File: src/rtl/lsu_trigger_ctl.sv
// LSU trigger controller: CSR-held trigger configuration, dc3->dc5 hit qualification and breakpoint/halt sequencing.
// Define LSU_TRIG_COUNT_EN to add the per-trigger tcount hit counters.
module lsu_trigger_ctl #(
    parameter int NUM_TRIG = 4,
    parameter int CNT_W    = 8
) (
    input  logic                    clk,
    input  logic                    rst_l,
    input  logic                    csr_wr_en,
    input  logic                    csr_rd_en,
    input  logic [1:0]              csr_tsel,
    input  logic [1:0]              csr_reg,
    input  logic [31:0]             csr_wdata,
    output logic [31:0]             csr_rdata,
    input  logic                    dbg_mode,
    input  logic                    dbg_halt_ack,
    input  logic [NUM_TRIG-1:0]     lsu_trigger_match_dc3,
    input  logic                    flush_dc4,
    input  logic                    flush_dc5,
    output logic [NUM_TRIG-1:0]     trig_select,
    output logic [NUM_TRIG-1:0]     trig_match,
    output logic [NUM_TRIG-1:0]     trig_store,
    output logic [NUM_TRIG-1:0]     trig_load,
    output logic [32*NUM_TRIG-1:0]  trig_tdata2,
    output logic [NUM_TRIG-1:0]     trig_hit_dc5,
    output logic                    trig_brkpt_dc5,
    output logic                    trig_halt_req
);
    localparam int LOAD_B   = 0;
    localparam int STORE_B  = 1;
    localparam int M_B      = 6;
    localparam int MATCH_B  = 7;
    localparam int CHAIN_B  = 11;
    localparam int ACTION_B = 12;
    localparam int SELECT_B = 19;
    localparam int HIT_B    = 20;
    localparam int DMODE_B  = 27;

    localparam logic [31:0] WR_MASK    = 32'h0818_18C3;
    localparam logic [31:0] DMODE_MASK = 32'h0800_0000;

    typedef enum logic [1:0] {
        IDLE     = 2'd0,
        HALT_REQ = 2'd1,
        HALTED   = 2'd2
    } state_e;

    state_e              state_q;
    logic                haltReq_q;
    logic                dbgMode_q;
    logic [NUM_TRIG-1:0] dc4_q;
    logic [NUM_TRIG-1:0] dc5_q;

    logic [31:0] tdata1_q [NUM_TRIG];
    logic [31:0] tdata1_d [NUM_TRIG];
    logic [31:0] tdata2_q [NUM_TRIG];
    logic [31:0] tdata2_d [NUM_TRIG];
    logic [CNT_W-1:0] tcountView [NUM_TRIG];

    logic                idle;
    logic                wrAllowed;
    logic                haltCommit;
    logic [NUM_TRIG-1:0] qualRaw;
    logic [NUM_TRIG-1:0] qual;
    logic [NUM_TRIG-1:0] commitRaw;
    logic [NUM_TRIG-1:0] cntGate;
    logic [NUM_TRIG-1:0] hitVec;
    logic [NUM_TRIG-1:0] actionVec;

    assign idle = (state_q == IDLE);

    // A trigger owned by debug mode (dmode=1) is locked against writes from normal mode.
    always_comb begin
        wrAllowed = 1'b0;
        for (int i = 0; i < NUM_TRIG; i++) begin
            if (csr_wr_en && int'(csr_tsel) == i) begin
                wrAllowed = dbg_mode | ~tdata1_q[i][DMODE_B];
            end
        end
    end

    always_comb begin
        trig_select = '0;
        trig_match  = '0;
        trig_store  = '0;
        trig_load   = '0;
        trig_tdata2 = '0;
        actionVec   = '0;
        for (int i = 0; i < NUM_TRIG; i++) begin
            trig_select[i]         = tdata1_q[i][SELECT_B];
            trig_match[i]          = tdata1_q[i][MATCH_B];
            trig_store[i]          = tdata1_q[i][STORE_B] & tdata1_q[i][M_B];
            trig_load[i]           = tdata1_q[i][LOAD_B] & tdata1_q[i][M_B];
            trig_tdata2[32*i +: 32] = tdata2_q[i];
            actionVec[i]           = tdata1_q[i][ACTION_B];
        end
    end

    always_comb begin
        qualRaw = '0;
        for (int i = 0; i < NUM_TRIG; i++) begin
            qualRaw[i] = lsu_trigger_match_dc3[i] & tdata1_q[i][M_B] & ~dbg_mode & idle;
        end
    end

    // Chaining is controlled by the even trigger of each pair; the odd trigger's chain bit is ignored.
    always_comb begin
        qual = qualRaw;
        for (int p = 0; p < NUM_TRIG; p += 2) begin
            if (tdata1_q[p][CHAIN_B]) begin
                qual[p]   = qualRaw[p] & qualRaw[p+1];
                qual[p+1] = qualRaw[p] & qualRaw[p+1];
            end
        end
    end

    assign commitRaw = dc5_q & {NUM_TRIG{idle & ~flush_dc5}};

`ifdef LSU_TRIG_COUNT_EN
    localparam logic [CNT_W-1:0] CNT_ONE = {{(CNT_W-1){1'b0}}, 1'b1};

    logic [CNT_W-1:0]    tcount_q [NUM_TRIG];
    logic [CNT_W-1:0]    tcount_d [NUM_TRIG];
    logic [NUM_TRIG-1:0] cntDec;

    // A count above one swallows the commit; reaching zero lets it through from then on.
    always_comb begin
        cntGate = '1;
        cntDec  = '0;
        for (int p = 0; p < NUM_TRIG; p += 2) begin
            if (tdata1_q[p][CHAIN_B]) begin
                if (commitRaw[p] | commitRaw[p+1]) begin
                    cntDec[p] = (tcount_q[p] != '0);
                    if (tcount_q[p] > CNT_ONE) begin
                        cntGate[p]   = 1'b0;
                        cntGate[p+1] = 1'b0;
                    end
                end
            end else begin
                for (int i = p; i < p + 2; i++) begin
                    if (commitRaw[i]) begin
                        cntDec[i] = (tcount_q[i] != '0);
                        if (tcount_q[i] > CNT_ONE) begin
                            cntGate[i] = 1'b0;
                        end
                    end
                end
            end
        end
    end

    always_comb begin
        for (int i = 0; i < NUM_TRIG; i++) begin
            tcount_d[i] = tcount_q[i];
            if (cntDec[i]) begin
                tcount_d[i] = tcount_q[i] - CNT_ONE;
            end
            if (wrAllowed && csr_reg == 2'd2 && int'(csr_tsel) == i) begin
                tcount_d[i] = csr_wdata[CNT_W-1:0];
            end
            tcountView[i] = tcount_q[i];
        end
    end

    always_ff @(posedge clk) begin
        if (!rst_l) begin
            for (int i = 0; i < NUM_TRIG; i++) begin
                tcount_q[i] <= '0;
            end
        end else begin
            for (int i = 0; i < NUM_TRIG; i++) begin
                tcount_q[i] <= tcount_d[i];
            end
        end
    end
`else
    always_comb begin
        cntGate = '1;
        for (int i = 0; i < NUM_TRIG; i++) begin
            tcountView[i] = '0;
        end
    end
`endif

    assign hitVec     = commitRaw & cntGate;
    assign haltCommit = |(hitVec & actionVec);

    assign trig_hit_dc5   = hitVec;
    assign trig_brkpt_dc5 = (|hitVec) & ~haltCommit;
    assign trig_halt_req  = haltReq_q;

    // The committed hit is OR'ed in after any same-cycle CSR write so it is never lost.
    always_comb begin
        for (int i = 0; i < NUM_TRIG; i++) begin
            tdata1_d[i] = tdata1_q[i];
            tdata2_d[i] = tdata2_q[i];
            if (wrAllowed && int'(csr_tsel) == i) begin
                if (csr_reg == 2'd0) begin
                    tdata1_d[i] = (csr_wdata & WR_MASK & ~DMODE_MASK)
                                | ((dbg_mode ? csr_wdata : tdata1_q[i]) & DMODE_MASK);
                end
                if (csr_reg == 2'd1) begin
                    tdata2_d[i] = csr_wdata;
                end
            end
            if (hitVec[i]) begin
                tdata1_d[i][HIT_B] = 1'b1;
            end
        end
    end

    always_ff @(posedge clk) begin
        if (!rst_l) begin
            for (int i = 0; i < NUM_TRIG; i++) begin
                tdata1_q[i] <= '0;
                tdata2_q[i] <= '0;
            end
        end else begin
            for (int i = 0; i < NUM_TRIG; i++) begin
                tdata1_q[i] <= tdata1_d[i];
                tdata2_q[i] <= tdata2_d[i];
            end
        end
    end

    always_comb begin
        csr_rdata = '0;
        for (int i = 0; i < NUM_TRIG; i++) begin
            if (csr_rd_en && int'(csr_tsel) == i) begin
                case (csr_reg)
                    2'd0:    csr_rdata = tdata1_q[i];
                    2'd1:    csr_rdata = tdata2_q[i];
                    2'd2:    csr_rdata = {{(32-CNT_W){1'b0}}, tcountView[i]};
                    default: csr_rdata = '0;
                endcase
            end
        end
    end

    // Leaving IDLE drops whatever is still in dc4/dc5; qualification is already blocked.
    always_ff @(posedge clk) begin
        if (!rst_l) begin
            state_q   <= IDLE;
            haltReq_q <= 1'b0;
            dbgMode_q <= 1'b0;
            dc4_q     <= '0;
            dc5_q     <= '0;
        end else begin
            dbgMode_q <= dbg_mode;
            dc4_q     <= qual;
            dc5_q     <= (idle && !flush_dc4) ? dc4_q : '0;
            case (state_q)
                IDLE: begin
                    if (haltCommit) begin
                        state_q   <= HALT_REQ;
                        haltReq_q <= 1'b1;
                    end
                end
                HALT_REQ: begin
                    if (dbg_halt_ack) begin
                        state_q   <= HALTED;
                        haltReq_q <= 1'b0;
                    end
                end
                HALTED: begin
                    if (dbgMode_q && !dbg_mode) begin
                        state_q <= IDLE;
                    end
                end
                default: begin
                    state_q   <= IDLE;
                    haltReq_q <= 1'b0;
                end
            endcase
        end
    end

endmodule

File: config.mk
export PLATFORM = sky130hd
export DESIGN_NAME = lsu_trigger_ctl
export DESIGN_NICKNAME = d
export VERILOG_FILES = /design/src/rtl/lsu_trigger_ctl.sv
export SDC_FILE = /design/constraint.sdc
export NUM_CORES = 1
export LEC_CHECK = 0
export ABC_CLOCK_PERIOD_IN_PS = 3500
export BUFFER_PORTS_ARGS = -buffer_cell sky130_fd_sc_hd__buf_2
export CAP_MARGIN = 0
export CORE_MARGIN = 2
export CORE_UTILIZATION = 58
export DETAILED_ROUTE_END_ITERATION = 7
export HOLD_SLACK_MARGIN = 0.08
export PLACE_DENSITY = 0.87
export SLEW_MARGIN = 0
export SYNTH_ARGS = -nofsm -noshare
export SYNTH_HDL_FRONTEND = slang
export SYNTH_SLANG_ARGS = --single-unit
File: constraint.sdc
create_clock -name clk -period 3.5 [get_ports clk]
set_input_delay 0.175 -clock clk [delete_from_list [all_inputs] [get_ports clk]]
set_output_delay 0.175 -clock clk [all_outputs]
set_load 0.005 [all_outputs]
==> summary.md, run 1 <==
| Metric | Value |
|---|---|
| P_leak | just over 4 nW |
| H-tree levels | 4 |
| Iteration-0 DRC Markers | 1314 |
| Starting density of the core | 59.71% |
| Vias in the first global route | 9115 |
| Worst-path fanout max | 35 |
| Worst-Margin Slew | 1.255 ns |
| Synthesized area per cell | 9.000 um^2 |
| Yosys warns | 0 |
| Met3 Resource Use GR | slightly above 7% |
| Worst vdd ir | 331.7 uV |
| HP Class | in2reg |
| Data arrival, critical path | 2.40 ns |
| RD Place Congestion | 0.8835 |
| Slew Limit Fails | 0 |
| Setup slack at placement | between 1 and 1.5 ns |
| Area added between synthesis and finish | 17.79% |
| #FFs+latches synth | 176 |
| Crit-path leading delay family | buffers and inverters |
| DRT Pass-1 Iters | 7 |
| Register area share after synthesis | 38.53% |
| Final wirelength | 31700 um |
| Synth Instances | between 1000 and 1500 |
| DRC errors left | 0 |
| Post-DP HPWL | 18700 um |
| Total negative slack | 0 ns |
| CTS tree | yes |
| Status | finished, final reports clean |
| Buffers on Ports | 229 |
| F_max | around 390 MHz |
| Slew HR | 16.14% |
| Final worst-path cycle share | 73.63% |
| CP max-delay cell | buf_2 |
| Core Rows | 45 |
| Mapped Nets | 1064 |
| Via count | roughly 9700 |
| PwrDens | 389.8 nW/um^2 |
| Bufs and invs on worst path | 2 |
| Final worst path period need | roughly 2.6 ns |
| Asr flop ratio synth | 0% |
| Met1 Usage GRT | 47.98% |
| Met2 Track Usage GR | 56.85% |
| GRT Total Usage | between 30% and 40% |
| Via/cell ratio | 7.078 |
| Layout cells sized above 1 | 26.78% |
| Antenna Nets Post-Route | 0 |
| Core area | about 15000 um^2 |
| Die width | approximately 130 um |
| Setup slack after layout | 0.9229 ns |
| Nets | 1202 |
| Fin. Hold Viols | 0 |
| # clock sinks | approximately 180 |
| Clock transition at the registers of the reported paths | 0.06 ns |
| Die Y | 129.6 um |
| CTS root buffer | clkbuf_16 |
| Synth cell types | 45 |
| Unrepaired setup endpoints after global routing | false |
| Endpoints failing setup | 0 |
| Max cap viols | 0 |
| Setup Skew | 0.008977 ns |
| Filler cell count | approximately 1200 |
| Crit. End Element | primary output |
| Mapped cell area | 9144 um^2 |
| Worst EP required | 3.32 ns |
| GRT Residual Overflow | 0 |
| Wire length per cell | 23.02 um |
| DIE AREA | around 17000 um^2 |
| TritonCTS Buffers | 17 |
| Setup crit start kind | input port |
| Slowest stage delay, CP | 0.79 ns |
| Global-route wire length before repair | 48240 um |
| Worst reg2reg setup slack | 1.64 ns |
| CTS max path bufs | 2 |
| Largest net degree at the start of global routing | 82 |
| I/O pins | 230 |
| CP dominant cell by count | buf_2 |
| Worst-skew pair later-pin latency | ~0.43 ns |
| CP cell instances | buf_2 -> nand4bb_1 -> o22ai_1 -> o31a_1 -> buf_2 |
| Initial antenna violation count | 1 |
| EDFF count, synth | 0 |
| GRT busiest layer | met2 |
| Setup CP Type | in2out |
| Synth Flop Type | dfxtp_1 |
-- cells in the final DEF (no fill, tap or decap), types with 2 or more instances in the layout --
| master | n |
|---|---|
| nand2b_2 | 5 |
| nor2b_4 | 6 |
| clkinvlp_4 | 2 |
| and2_1 | 12 |
| inv_1 | 6 |
| o22ai_1 | 9 |
| o31a_1 | 9 |
| nand4_1 | 160 |
| nor2b_1 | 24 |
| clkbuf_1 | 4 |
| a22oi_1 | 2 |
| nor2_1 | 11 |
| a211oi_1 | 4 |
| o211a_1 | 2 |
| nand3_1 | 5 |
| nand2_1 | 13 |
| nand3b_1 | 2 |
| dfxtp_1 | 176 |
| a31oi_1 | 4 |
| buf_2 | 229 |
| clkinv_2 | 4 |
| buf_4 | 13 |
| o31ai_1 | 159 |
| clkbuf_8 | 3 |
| nand4bb_1 | 2 |
| dlygate4sd3_1 | 33 |
| a21oi_1 | 157 |
| mux2i_1 | 40 |
| mux4_2 | 23 |
| clkbuf_16 | 17 |
| o21ai_0 | 10 |
-- registers in the layout, summed over array words and instances, names as in the netlist --
signal         cells
dc4_q              4
trig_halt_req      1
tdata2_q         128
state_q            2
tdata1_q          36
dc5_q              4
dbgMode_q          1
-- per-stage QoR --
stage	hold slack [ns]	cells	cell area, um^2	total power [mW]	util (%)
detailed placement	0.4169	1313	9921	2.473	64.78
global route	0.09644	1377	10770	4.310	70.33
CTS	0.08778	1376	10770	4.176	70.31
finish	0.09536	1377	10770	4.198	70.33
floorplan	0.3250	1016	9144	2.349	-
global placement	0.4090	1313	9921	2.469	64.78
-- kinds of logic (layout without fill, tap and decap cells) --
| logic type | after synthesis | in the layout | synth area share (%) |
|---|---|---|---|
| compound gates | 360 | 360 | 25.07 |
| flops | 176 | 176 | 38.53 |
| buf+inv | 164 | 313 | 9.332 |
| other cells | 0 | 1 | 0 |
| mux | 63 | 63 | 10.04 |
| simple gates | 253 | 253 | 17.02 |
-- area by class of cell --
cell class              count  area [um^2]  area share (%)
multi-input cells         676         4841           44.95
clock buffers              24        481.7           4.473
flip-flops and latches    176         3523           32.71
diodes                      1        2.502         0.02323
clock inverters             6        35.03          0.3253
well taps                 211        264.0           2.451
inverters                   7        28.78          0.2672
repair buffers            276         1594           14.80
-- repair_timing --
| action | 4_1_cts | 5_1_grt |
|---|---|---|
| endpoints found under the hold margin | 108 | 0 |
| hold buffers | 33 | 0 |
| setup buffers | 0 | 0 |
| gates resized for setup | 0 | 0 |
-- final timing paths --
path | depth (start not counted) | endpoint | from
worst min register to register | 1 | dc5_q[0] | dc4_q[0]
worst min-delay path | 3 | dc5_q[1] | flush_dc4
worst max-delay path | 5 | csr_rdata[20] | csr_tsel[0]
worst max register to register | 3 | tdata2_q[2][4] | tdata1_q[0][91]
-- metal layers --
layer	share of wire, %	up-vias	wire (um)
li1	-	4229	-
met1	38	4605	11930
met2	47	806	14920
met3	12	106	3804
met4	3.3	0	1047
met5	0	-	0
-- power by group --
group | internal, mW | switching [mW]
Clock | 0.952 | 0.773
Sequential | 2.03 | 0.0215
Combinational | 0.135 | 0.288
-- worst register-to-register path, stage by stage, from the launching register on --
cell     delay [ns]
dfxtp_1        0.39
nor2b_4        1.03
o31ai_1        0.13
a21oi_1        0.22
-- cell usage after synthesis (7+ instances only) --
master	n	share of area [%]
buf_4	15	1.2
inv_1	7	0.29
mux2i_1	40	4.4
clkbuf_2	9	0.49
buf_6	8	0.99
a21oi_1	157	8.6
nor2_1	11	0.45
o22ai_1	9	0.62
o31a_1	9	0.86
clkbuf_1	45	1.8
mux4_2	23	5.7
buf_2	75	4.1
nand2_1	13	0.53
nand4_1	160	11
dfxtp_1	176	39
o21ai_0	10	0.55
nor2b_1	30	2.1
o31ai_1	159	13
and2_1	13	0.89
Power figures use the tool's default switching activity.
==> run 2: changes to the inputs <==
--- a/config.mk
+++ b/config.mk
@@ -5,14 +5,14 @@
 export SDC_FILE = /design/constraint.sdc
 export NUM_CORES = 1
 export LEC_CHECK = 0
-export ABC_CLOCK_PERIOD_IN_PS = 3500
+export ABC_CLOCK_PERIOD_IN_PS = 2160
 export BUFFER_PORTS_ARGS = -buffer_cell sky130_fd_sc_hd__buf_2
 export CAP_MARGIN = 0
 export CORE_MARGIN = 2
-export CORE_UTILIZATION = 58
+export CORE_UTILIZATION = 49
 export DETAILED_ROUTE_END_ITERATION = 7
 export HOLD_SLACK_MARGIN = 0.08
-export PLACE_DENSITY = 0.87
+export PLACE_DENSITY = 0.78
 export SLEW_MARGIN = 0
 export SYNTH_ARGS = -nofsm -noshare
 export SYNTH_HDL_FRONTEND = slang
==> constraint.sdc (replaced) <==
create_clock -name clk -period 2.16 [get_ports clk]
set_input_delay 0.108 -clock clk [delete_from_list [all_inputs] [get_ports clk]]
set_output_delay 0.108 -clock clk [all_outputs]
set_load 0.005 [all_outputs]
==> run 2 against run 1 <==
Cell count increased by 3.7%. Worst setup slack worse by 0.76 ns. Utilization down 8.2 points. Final area is 4.6% higher. Clock power rose by 92%. Largest cell class unchanged. Largest power group is now clock. Highest routed layer unchanged.
==> summary.md, run 2 (synthesized netlist as in run 1, its figures left out) <==
| Metric | Value |
|---|---|
| Bufs and invs on worst path | 4 |
| CP max-delay cell | dlygate4sd3_1 |
| HP Class | in2reg |
| Ant diodes | 0 |
| Core Rows | 49 |
| Worst-path fanout max | 48 |
| Starting density of the core | 50.39% |
| Placed inst area | between 10000 and 15000 um^2 |
| Wire length per cell | around 24 um |
| Largest net degree at the start of global routing | 78 |
| Slew Limit Fails | 0 |
| Global-route wire length before repair | 52790 um |
| RR Startpoint | tdata1_q[0][123] |
| Data arrival, critical path | 2.37 ns |
| Antenna Nets Post-Route | 0 |
| Vias in the first global route | 9423 |
| Initial antenna violation count | 0 |
| Worst EP required | between 2 and 3 ns |
| Via/cell ratio | 6.914 |
| Max cap viols | 0 |
| CTS tree | yes |
| Nets | 1234 |
| Setup crit start kind | input port |
| Crit-path leading delay family | buffers and inverters |
| Die width | 140.6 um |
| Crit. End Element | register |
| Hold Crit Start | flush_dc5 |
| Final wirelength | 33800 um |
| RD Place Congestion | 0.8459 |
| Via count | ~10000 |
| Iteration-0 DRC Markers | 1201 |
| Worst vdd ir | 552.3 uV |
| TritonCTS Buffers | 17 |
| P_leak | 4.341 nW |
| Slew HR | 15.36% |
| # clock sinks | 176 |
| Core area | 18150 um^2 |
| R2R cell count | 3 |
| Unrepaired setup endpoints after global routing | false |
| H-tree levels | 4 |
| Layout cells sized above 1 | 28.27% |
| F_max | 501.1 MHz |
| DRT Pass-1 Iters | 6 |
| Fin. Hold Viols | 0 |
| DIE AREA | 19770 um^2 |
| CP dominant cell by count | dlygate4sd3_1 |
| Hold Crit Endpoint | tdata1_q[0][20] |
| I/O pins | 230 |
| Max FFs per register | between 100 and 150 |
| Status | finished, final reports clean |
| RR Endpoint | tdata1_q[0][116] |
| DRC errors left | 0 |
| Die Y | 140.6 um |
| CP cell instances | dlygate4sd3_1 -> buf_2 -> inv_6 -> or4_4 -> a211oi_1 -> dlygate4sd3_1 |
| GRT Residual Overflow | 0 |
| GRT Total Usage | 33.43% |
| Total negative slack | 0 ns |
| Commonest non-fill, non-tap cells in the layout | buf_2 (229), dfxtp_1 (176), nand4_1 (160), o31ai_1 (159), a21oi_1 (157) |
| Setup CP Type | in2reg |
| Biggest register | tdata2_q |
| Worst-skew pair later-pin latency | 0.44 ns |
| Biggest regs | tdata2_q (128), tdata1_q (36) |
| Worst-Margin Slew | 1.267 ns |
| Area added between synthesis and finish | 23.21% |
| Clock transition at the registers of the reported paths | 0.07 ns |
| Worst Hold Path Cells | 5 |
| Buffers on Ports | 229 |
| Layout Utilization | 62.08% |
| Worst hold slack | approximately 0.17 ns |
| Slowest stage delay, CP | 0.60 ns |
| Final worst path period need | 1.996 ns |
| Post-DP HPWL | 20210 um |
| CTS root buffer | clkbuf_16 |
| Cell area after layout | around 11000 um^2 |
| CTS max path bufs | 2 |
| Worst reg2reg setup slack | 0.30 ns |
| Final worst-path cycle share | 92.39% |
| PwrDens | between 600 and 700 nW/um^2 |
| Commonest non-fill, non-tap cell in the layout | buf_2 |
| Setup Skew | 0.007039 ns |
| Endpoints failing setup | 0 |
run 2: worst register-to-register path, cell delays in order, from the launching register on:
cell and delay [ns]:
dfxtp_1 0.39, nor2b_4 1.04, o31ai_1 0.14, a31oi_1 0.21
run 2: metrics by stage:
| step | power (mW) | setup slack, ns | std cells |
|---|---|---|---|
| final | 7.398 | 0.1643 | 1428 |
| after global routing | 7.551 | 0.05301 | 1428 |
| after CTS | 7.360 | 0.1510 | 1428 |
| after detailed placement | 4.054 | 0.3217 | 1354 |
| after global placement | 4.048 | 0.3271 | 1354 |
| after floorplan | 3.806 | 0.8732 | 1016 |
run 2: repair_timing:
action / in CTS / in global routing
gates resized for setup: 0 / 2
hold endpoints to repair: 176 / 0
endpoints found under the setup margin: 0 / 1
buffers inserted: 0 / 0
hold buffers: 42 / 0
run 2: per-layer routing:
layer  part of all wire, %  routed length (um)  global-route usage, %  vias up
li1                      -                   -                      -     4295
met1                    39               13070                  44.31     4744
met2                    46               15650                  52.71      723
met3                    11                3732                  6.454      111
met4                   4.0                1347                  16.11        0
met5                     0                   0                      0        -
run 2: layout make-up:
| type | instances | area (um^2) |
|---|---|---|
| Fill cell | 1537 | 6882 |
| Clock inverter | 10 | 158.9 |
| Clock buffer | 22 | 464.2 |
| Sequential cell | 176 | 3523 |
| Multi-Input combinational cell | 676 | 4845 |
| Timing Repair Buffer | 308 | 1957 |
| Tap cell | 229 | 286.5 |
| Inverter | 7 | 31.28 |
run 2: power by group:
part	switching, mW	internal [mW]	leakage (nW)
registers	0.0372	3.28	1.42
logic	0.487	0.259	2.62
clock network	1.34	2.00	0.300
total	1.86	5.54	4.34
run 2: how the worst max path moves through the flow:
stage	startpoint	endpoint	slack, ns	cells after the start
after global placement	csr_tsel[1]	csr_rdata[27]	0.33	5
after global routing	rst_l	dc4_q[3]	0.05	6
final	rst_l	dc4_q[3]	0.16	6
after detailed placement	csr_tsel[1]	tdata2_q[2][25]	0.32	5
after floorplan	state_q[0]	state_q[0]	0.87	3
after CTS	rst_l	dc4_q[0]	0.15	6
==> run 3: changes to the inputs <==
--- a/config.mk
+++ b/config.mk
@@ -13,6 +13,7 @@
 export DETAILED_ROUTE_END_ITERATION = 7
 export HOLD_SLACK_MARGIN = 0.08
 export PLACE_DENSITY = 0.78
+export REMOVE_ABC_BUFFERS = 1
 export SLEW_MARGIN = 0
 export SYNTH_ARGS = -nofsm -noshare
 export SYNTH_HDL_FRONTEND = slang
==> run 3 against run 2 <==
Final area is 0.26% lower. Global-route usage is 0.91 points lower. Clock power is 13% lower. Maximum frequency is 6.3% higher. Sequential power hardly changed. Largest cell class unchanged.
==> summary.md, run 3 (synthesized netlist as in run 1, its figures left out) <==
| Metric | Value |
|---|---|
| Status | finished, final reports clean |
| CTS root buffer | clkbuf_16 |
| DIE AREA | 19770 um^2 |
| Setup CP Type | reg2out |
| CTS tree | yes |
| Biggest regs | tdata2_q (128), tdata1_q (36) |
| Iteration-0 DRC Markers | around 1200 |
| Biggest register | tdata2_q |
| Max FFs per register | 128 |
| Worst-path fanout max | 7 |
| P_leak | 4.333 nW |
| CP Launch Point | state_q[0] |
| Global-route wire length before repair | approximately 52000 um |
| Worst vdd ir | 557.2 uV |
| Final wirelength | 33410 um |
| Switching Power | approximately 1.8 mW |
| I/O pins | 230 |
| Commonest non-fill, non-tap cells in the layout | buf_2 (229), dfxtp_1 (176), nand4_1 (160), o31ai_1 (159), a21oi_1 (157) |
| DRT Pass-1 Iters | 6 |
| F_max | 532.6 MHz |
| Post-DP HPWL | between 15000 and 20000 um |
| Post_cts resized | 0 |
| Hold Crit Start | dbg_mode |
| Layout cells sized above 1 | between 20% and 30% |
| Sequential share of power | 47.5% |
| Buffers on Ports | roughly 230 |
| Worst EP required | a little over 2 ns |
| Antenna Nets Post-Route | 0 |
| Comb power frac | 10.8% |
| Final worst path period need | 1.878 ns |
| GRT Residual Overflow | 0 |
| Filler cell count | 1551 |
| Post-cts hold buffer count | 41 |
| Post-CTS Setup Inserts | 0 |
| Slew Limit Fails | 0 |
| Unrepaired setup endpoints after global routing | false |
| Via count | 9818 |
| RR Startpoint | state_q[0] |
| Setup crit start kind | register |
| Crit. End Element | primary output |
| Core Rows | 49 |
| Largest net degree at the start of global routing | 89 |
| H-tree levels | 4 |
| Starting density of the core | 50.39% |
| RD Place Congestion | ~0.86 |
| Wire length per cell | 23.31 um |
| Via/cell ratio | 6.851 |
| Nets | 1240 |
| CTS max path bufs | 2 |
| Clock power share | 41.7% |
| PwrDens | 621.7 nW/um^2 |
| GRT Total Usage | 32.52% |
| Data arrival, critical path | 1.77 ns |
| DRC errors left | 0 |
| Die width | 140.6 um |
| Max cap viols | 0 |
| Setup Skew | ~0.0094 ns |
| Endpoints failing setup | 0 |
| Ant diodes | 0 |
| Final Non-Filler Cells | 1433 |
| Fin. Hold Viols | 0 |
| Worst-Margin Slew | 1.153 ns |
| Clock transition at the registers of the reported paths | ~0.070 ns |
| Die Y | 140.6 um |
| Placed cells | 1361 |
| Net Sw Frac | 26.39% |
| Area added between synthesis and finish | 22.89% |
| Initial antenna violation count | 0 |
| Layout Utilization | 61.92% |
| Final worst-path cycle share | 86.93% |
| Vias in the first global route | 9361 |
| Slew HR | between 20 and 25% |
| Core area | about 18000 um^2 |
| HP Class | in2reg |
| Worst-skew pair later-pin latency | 0.43 ns |
| Total negative slack | 0 ns |
| # clock sinks | 176 |
| Cell internal pwr | approximately 5.1 mW |
| TritonCTS Buffers | 17 |
| Commonest non-fill, non-tap cell in the layout | buf_2 |
## run 3: power groups by stage
stage          registers (mW)  clock network, mW  logic, mW
2_1_floorplan            3.38                  0      0.284
3_5_place_dp             3.39                  0      0.669
3_3_place_gp             3.39                  0      0.663
5_1_grt                  3.32               3.04      0.786
6_report                 3.32               2.91      0.753
4_1_cts                  3.32               2.90      0.728
## run 3: layout make-up
type	count	area, um^2	share of cell area [%]
clock buffer	24	491.7	4.376
clock inverter	7	53.80	0.4788
timing repair buffer	314	2012	17.90
sequential	176	3523	31.36
tap	229	286.5	2.550
multi-input combinational	676	4841	43.08
inverter	7	28.78	0.2561
## run 3: worst max-delay path: stages, from the launching register on
cell and delay, ns:
dfxtp_1 0.37, nor3_1 0.20, buf_4 0.16, a21boi_0 0.37, nor2_1 0.09, buf_2 0.14
## run 3: routing by layer
| metal | vias to the layer above | global-route usage (%) | part of all wire (%) |
|---|---|---|---|
| met5 | - | 0 | 0 |
| met1 | 4720 | 42.14 | 39 |
| met3 | 100 | 6.148 | 10 |
| met4 | 0 | 16.37 | 3.8 |
| li1 | 4291 | - | - |
| met2 | 707 | 52.17 | 47 |
## run 3: worst paths after layout
| path | endpoint | depth (start not counted) | slack, ns |
|---|---|---|---|
| hold / removal | dbgMode_q | 3 | 0.13 |
| setup reg to reg | dc4_q[3] | 3 | 0.31 |
| setup / recovery | trig_brkpt_dc5 | 5 | 0.28 |
| hold reg to reg | dc5_q[0] | 1 | 0.44 |
## run 3: per-stage QoR
step	setup WS [ns]	area, um^2	hold slack, ns	total power, mW
final	0.2824	11240	0.1266	6.986
after global routing	0.1867	11240	0.1356	7.146
after CTS	0.2746	11240	0.09475	6.943
after detailed placement	0.3384	10280	0.3870	4.059
after global placement	0.3768	10280	0.3847	4.053
after floorplan	-1.498	8317	0.2414	3.668
